==> src/rtl/i2c_pkg.sv <==
// Shared types for the I2C command sequencer: response status, sequencer state,
// and the packed command word stored in the command FIFO.
package i2c_pkg;

    typedef enum logic [1:0] {
        STAT_OK      = 2'b00,
        STAT_NACK    = 2'b01,
        STAT_TIMEOUT = 2'b10
    } status_e;

    typedef enum logic [2:0] {
        SEQ_IDLE,
        SEQ_LAUNCH,
        SEQ_WAIT_DONE,
        SEQ_REPORT,
        SEQ_DRAIN
    } seq_state_e;

    typedef struct packed {
        logic       rw;
        logic [6:0] addr;
        logic [7:0] wdata;
    } cmd_t;

    localparam int CMD_W = $bits(cmd_t);

endpackage

==> src/rtl/i2c_cmd_fifo.sv <==
// Synchronous FIFO with registered full/empty flags.
// Ports: clk_400, rst_n (sync, active-low), push/din, pop/head, full, empty.
module i2c_cmd_fifo #(
    parameter int DEPTH = 4,
    parameter int WIDTH = 16
) (
    input  logic             clk_400,
    input  logic             rst_n,
    input  logic             push,
    input  logic [WIDTH-1:0] din,
    input  logic             pop,
    output logic [WIDTH-1:0] head,
    output logic             full,
    output logic             empty
);

    localparam int AW = $clog2(DEPTH);
    localparam logic [AW:0] FULL_CNT = (AW + 1)'(DEPTH);

    logic [WIDTH-1:0] mem [DEPTH];
    logic [AW-1:0]    wr_ptr;
    logic [AW-1:0]    rd_ptr;
    logic [AW:0]      count;
    logic [AW:0]      count_d;
    logic             do_push;
    logic             do_pop;

    assign do_push = push && !full;
    assign do_pop  = pop && !empty;
    assign head    = mem[rd_ptr];

    always_comb begin
        count_d = count;
        if (do_push && !do_pop) begin
            count_d = count + 1'b1;
        end else if (!do_push && do_pop) begin
            count_d = count - 1'b1;
        end
    end

    // Flags are computed from the next occupancy so they are registered
    // yet exact in the cycle after every push/pop.
    always_ff @(posedge clk_400) begin
        if (!rst_n) begin
            wr_ptr <= '0;
            rd_ptr <= '0;
            count  <= '0;
            full   <= 1'b0;
            empty  <= 1'b1;
        end else begin
            if (do_push) wr_ptr <= wr_ptr + 1'b1;
            if (do_pop)  rd_ptr <= rd_ptr + 1'b1;
            count <= count_d;
            full  <= (count_d == FULL_CNT);
            empty <= (count_d == '0);
        end
    end

    always_ff @(posedge clk_400) begin
        if (do_push) mem[wr_ptr] <= din;
    end

endmodule

==> src/rtl/i2c_cmd_sequencer.sv <==
// Command stage for the I2C master: queues write/read commands, launches one
// bus transaction at a time and returns one response (rdata + status) per command.
// Ports: cmd_* valid/ready command in, rsp_* valid/ready response out,
// m_* master control/status, txn_count / err_count statistics.
module i2c_cmd_sequencer #(
    parameter int FIFO_DEPTH     = 4,
    parameter int TIMEOUT_CYCLES = 64
) (
    input  logic        clk_400,
    input  logic        rst_n,
    input  logic        cmd_valid,
    output logic        cmd_ready,
    input  logic        cmd_rw,
    input  logic [6:0]  cmd_addr,
    input  logic [7:0]  cmd_wdata,
    output logic        rsp_valid,
    input  logic        rsp_ready,
    output logic [7:0]  rsp_rdata,
    output logic [1:0]  rsp_status,
    output logic        m_start_txn,
    output logic        m_rw,
    output logic [6:0]  m_sub_addr,
    output logic [7:0]  m_data_in,
    output logic        m_next_byte,
    input  logic [7:0]  m_data_out,
    input  logic        m_data_ready,
    input  logic        m_busy,
    input  logic        m_done,
    input  logic        m_ack_error,
    output logic [15:0] txn_count,
    output logic [7:0]  err_count
);

    import i2c_pkg::*;

    localparam logic [7:0] TMO_LIMIT = 8'(TIMEOUT_CYCLES);

    cmd_t       in_cmd;
    cmd_t       head_cmd;
    logic       fifo_full;
    logic       fifo_empty;
    logic       push;
    logic       pop;
    seq_state_e state;
    seq_state_e state_d;
    status_e    status_d;
    logic       finish;
    logic [7:0] tmo_cnt;
    logic [7:0] rdata_cap;
    logic [7:0] rdata_now;

    assign cmd_ready   = !fifo_full;
    assign push        = cmd_valid && cmd_ready;
    assign m_next_byte = 1'b0;
    assign in_cmd      = '{rw: cmd_rw, addr: cmd_addr, wdata: cmd_wdata};

    i2c_cmd_fifo #(
        .DEPTH (FIFO_DEPTH),
        .WIDTH (CMD_W)
    ) u_fifo (
        .clk_400 (clk_400),
        .rst_n   (rst_n),
        .push    (push),
        .din     (in_cmd),
        .pop     (pop),
        .head    (head_cmd),
        .full    (fifo_full),
        .empty   (fifo_empty)
    );

    // A read byte strobed in the same cycle as m_done still counts.
    assign rdata_now = (m_data_ready && m_rw) ? m_data_out : rdata_cap;

    always_comb begin
        state_d  = state;
        pop      = 1'b0;
        finish   = 1'b0;
        status_d = STAT_OK;
        unique case (state)
            SEQ_IDLE: begin
                if (!fifo_empty && !m_busy && !m_done) begin
                    pop     = 1'b1;
                    state_d = SEQ_LAUNCH;
                end
            end
            SEQ_LAUNCH: begin
                state_d = SEQ_WAIT_DONE;
            end
            SEQ_WAIT_DONE: begin
                if (m_done) begin
                    finish   = 1'b1;
                    status_d = m_ack_error ? STAT_NACK : STAT_OK;
                    state_d  = SEQ_REPORT;
                end else if (tmo_cnt == TMO_LIMIT - 8'd1) begin
                    // this cycle is the TIMEOUT_CYCLES-th in WAIT_DONE
                    finish   = 1'b1;
                    status_d = STAT_TIMEOUT;
                    state_d  = SEQ_REPORT;
                end
            end
            SEQ_REPORT: begin
                if (rsp_ready) state_d = SEQ_DRAIN;
            end
            SEQ_DRAIN: begin
                // master may still show done/busy during its STOP phase
                if (!m_done && !m_busy) state_d = SEQ_IDLE;
            end
            default: state_d = SEQ_IDLE;
        endcase
    end

    always_ff @(posedge clk_400) begin
        if (!rst_n) begin
            state <= SEQ_IDLE;
        end else begin
            state <= state_d;
        end
    end

    always_ff @(posedge clk_400) begin
        if (!rst_n) begin
            m_start_txn <= 1'b0;
            m_rw        <= 1'b0;
            m_sub_addr  <= '0;
            m_data_in   <= '0;
            tmo_cnt     <= '0;
            rdata_cap   <= '0;
            rsp_valid   <= 1'b0;
            rsp_rdata   <= '0;
            rsp_status  <= STAT_OK;
            txn_count   <= '0;
            err_count   <= '0;
        end else begin
            m_start_txn <= (state_d == SEQ_LAUNCH);
            if (pop) begin
                m_rw       <= head_cmd.rw;
                m_sub_addr <= head_cmd.addr;
                m_data_in  <= head_cmd.wdata;
            end
            if (state == SEQ_LAUNCH) begin
                tmo_cnt   <= '0;
                rdata_cap <= '0;
            end
            if (state == SEQ_WAIT_DONE) begin
                tmo_cnt <= tmo_cnt + 8'd1;
                if (m_data_ready && m_rw) rdata_cap <= m_data_out;
            end
            if (finish) begin
                rsp_valid  <= 1'b1;
                rsp_status <= status_d;
                rsp_rdata  <= (status_d == STAT_OK && m_rw) ? rdata_now : 8'h00;
            end
            if (state == SEQ_REPORT && rsp_ready) begin
                rsp_valid <= 1'b0;
                txn_count <= txn_count + 16'd1;
                if (rsp_status != STAT_OK && err_count != 8'hFF) begin
                    err_count <= err_count + 8'd1;
                end
            end
        end
    end

endmodule
==> config.mk <==
export PLATFORM = sky130hd
export DESIGN_NAME = i2c_cmd_sequencer
export DESIGN_NICKNAME = d
export VERILOG_FILES = /design/src/rtl/i2c_pkg.sv /design/src/rtl/i2c_cmd_fifo.sv /design/src/rtl/i2c_cmd_sequencer.sv
export SDC_FILE = /design/constraint.sdc
export NUM_CORES = 1
export LEC_CHECK = 0
export ABC_AREA = 1
export BUFFER_PORTS_ARGS = -buffer_cell sky130_fd_sc_hd__buf_2
export CAP_MARGIN = 30
export CORE_MARGIN = 5
export CORE_UTILIZATION = 39
export DETAILED_ROUTE_END_ITERATION = 8
export SYNTH_ARGS = -nofsm -noshare
export SYNTH_HDL_FRONTEND = slang
export SYNTH_SLANG_ARGS = --single-unit
==> constraint.sdc <==
create_clock -name clk_400 -period 2.2 [get_ports clk_400]
set_input_delay 0.22 -clock clk_400 [delete_from_list [all_inputs] [get_ports clk_400]]
set_output_delay 0.22 -clock clk_400 [all_outputs]
set_load 0.02 [all_outputs]
==> metrics.yaml <==
hold_buffers: 7
status: "completed"
syn_inst: 690
wl_per_cell_um: 13.7
coreArea_mm2: 0.0153
powerDensity_mw_per_mm2: 853
synth.area.top_cells: "edfxtp_1, dfxtp_1, nor2_1"
met3_usage: 0.0499
hold_start: "cmd_wdata[4]"
fin_setup_tns_ns: 0
clk_transition_reported_paths_ns: 0.06
layout_commonest_cell: "nor2_1"
ir_drop_mv: 0.602
critPathRequiredTime_ns: 2.54
io_buffers: 84
syn_avg_cell_area_um2: 8.81
crit_type: "flop to flop"
numClockSinks: 144
hold_violations: 0
hpwlAfterDp_um: 9090
postRouteAntennaNets: 0
antenna_found_initial: 1
grt_pass1_wl_um: 22400
clock.fmax_mhz: 597
end_kind: "flop"
nets: 826
start_kind: "flop"
detail_route.vias_per_cell: 4.82
r2r_start: "state[0]"
drt_iter0_markers: 321
overflow: 0
grt.met2_usage: 0.263
min_to: "u_fifo.mem[3][4]"
min_period_over_period: 0.761
wl_um: 13900
maxSlewHeadroom: 0.399
synth_top_area_frac: 0.316
clk_latency_ns: 0.42
drive_gt1_frac: 0.172
arrival_ns: 2.02
netlist_area_mm2: 0.00608
hold_path.class: "input pin to flop"
fin_skew_ns: 0.00642
finalSetupViolCount: 0
r2r_end: "m_sub_addr[4]"
reg2reg_slack_ns: 0.52
cts_tree: "built"
grt_pass1_vias: 4639
slew_violations: 0
first_pass_iters: 4
synth_cell_types: 35
root_buffer: "clkbuf_16"
start_util: 0.398
grtUsageTotal: 0.156
synth_seq_cells: 144
worst_pin_slew_ns: 0.901
cts_setup_buffers: 0
route.detailed.drc: 0
most-common-layout-cells: "nor2_1, nand2_1, buf_2, dfxtp_1, o21ai_0"
cts_buffers: 17
grt_max_degree: 41
cp_max_fo: 33
die_h_um: 135
clockBufferDepth: 2
dpl_worst_slack_ns: 0.537
diodes: 0
grt_util_met1: 0.186
drv_cap: 0
synth_seq_area_share: 0.580
p_leak_nw: 2.96
cts_resized: 0
fillers: 1430
rows: 45
grt_setup_unrepaired: "no"
ys.warnings.count: 0
syn_to_final_growth_pct: 21.1
synth_largest_area_cell: "edfxtp_1"
gp_congestion: 0.792
htree_levels: 4
min_period_ns: 1.68
pin_count: 86
fp.dieArea_mm2: 0.0182
via_count: 4865
holdPathStages: 1
synth_nets: 731
layout_setup_ws_ns: 0.525
grt-busiest-layer: "met2"
die_w_um: 135
r2r_cells: 5
per-layer routing:
metal	share of wire	wire [um]
met5	0.00072	10
met4	0.017	241
met3	0.057	795
met2	0.49	6720
met1	0.44	6090
cells by family (layout without fill, tap and decap cells):
group / Yosys count / count (layout) / synth area share
adder cells (fa/ha/maj): 9 / 9 / 0.0185
flip-flops: 144 / 144 / 0.580
other: 1 / 1 / 0.000617
AND/OR/NAND/NOR: 317 / 317 / 0.221
XOR/XNOR: 9 / 9 / 0.0130
buffers and inverters: 83 / 191 / 0.0568
AO/OA/AOI/OAI: 127 / 127 / 0.110
worst max-delay path, stage by stage (launching register included):
cell and delay [ns]:
dfxtp_1 0.37, nor2_1 0.25, nand3_4 0.20, inv_2 0.44, o21ai_0 0.14, a31oi_1 0.19
through the flow:
step	total power, mW	hold slack (ns)	area [um^2]	utilization	cells
floorplan	3.33	0.319	6080	-	690
global placement	3.49	0.428	6720	0.440	970
detailed placement	3.51	0.435	6720	0.440	970
CTS	6.35	0.00202	7360	0.483	1009
global route	6.54	0.00662	7360	0.483	1009
finish	6.28	0.0154	7360	0.483	1009
cell usage after synthesis (all sizes together):
master,n
buf,12
nand3b,3
clkdlybuf4s50,1
dfxtp,80
clkinv,2
ha,9
edfxtp,64
conb,1
a211oi,2
nor3,11
a31oi,17
a21oi,40
xor2,8
inv,55
nand4,6
nor4,1
clkbuf,13
nand2,108
nor2,149
o21ai,67
nor3b,1
nand3,38
xnor2,1
o21a,1
cell type report:
cell class              count  area [um^2]  area share
clock buffers              20          437      0.0593
clock inverters            12          143      0.0194
inverters                  57          214      0.0291
multi-input cells         463         2210       0.300
flip-flops and latches    144         3520       0.478
well taps                 211          264      0.0358
repair buffers            102          573      0.0778
registers in the layout (all words and copies together), names as in the netlist, 3 cells and up:
register      cells
err_count         8
m_data_in         8
m_sub_addr        7
rdata_cap         8
rsp_rdata         8
state             3
tmo_cnt           8
txn_count        16
u_fifo.count      3
u_fifo.mem       64
worst max-delay path by stage:
stage                     depth (start not counted)        start               end  slack, ns
after floorplan                                   3  u_fifo.full  u_fifo.mem[0][0]       0.44
after global placement                            5     state[0]              m_rw       0.61
after detailed placement                         10   tmo_cnt[0]      rsp_rdata[2]       0.54
after CTS                                        10   tmo_cnt[0]      rsp_rdata[2]       0.53
after global routing                              5     state[0]              m_rw       0.32
final                                             5     state[0]     m_sub_addr[4]       0.52
report_power, final:
| group | internal [mW] | switching, mW |
|---|---|---|
| sequential | 2.91 | 0.0475 |
| combinational | 0.161 | 0.348 |
| clock | 1.76 | 1.06 |
(Power assumes the default switching activity.)
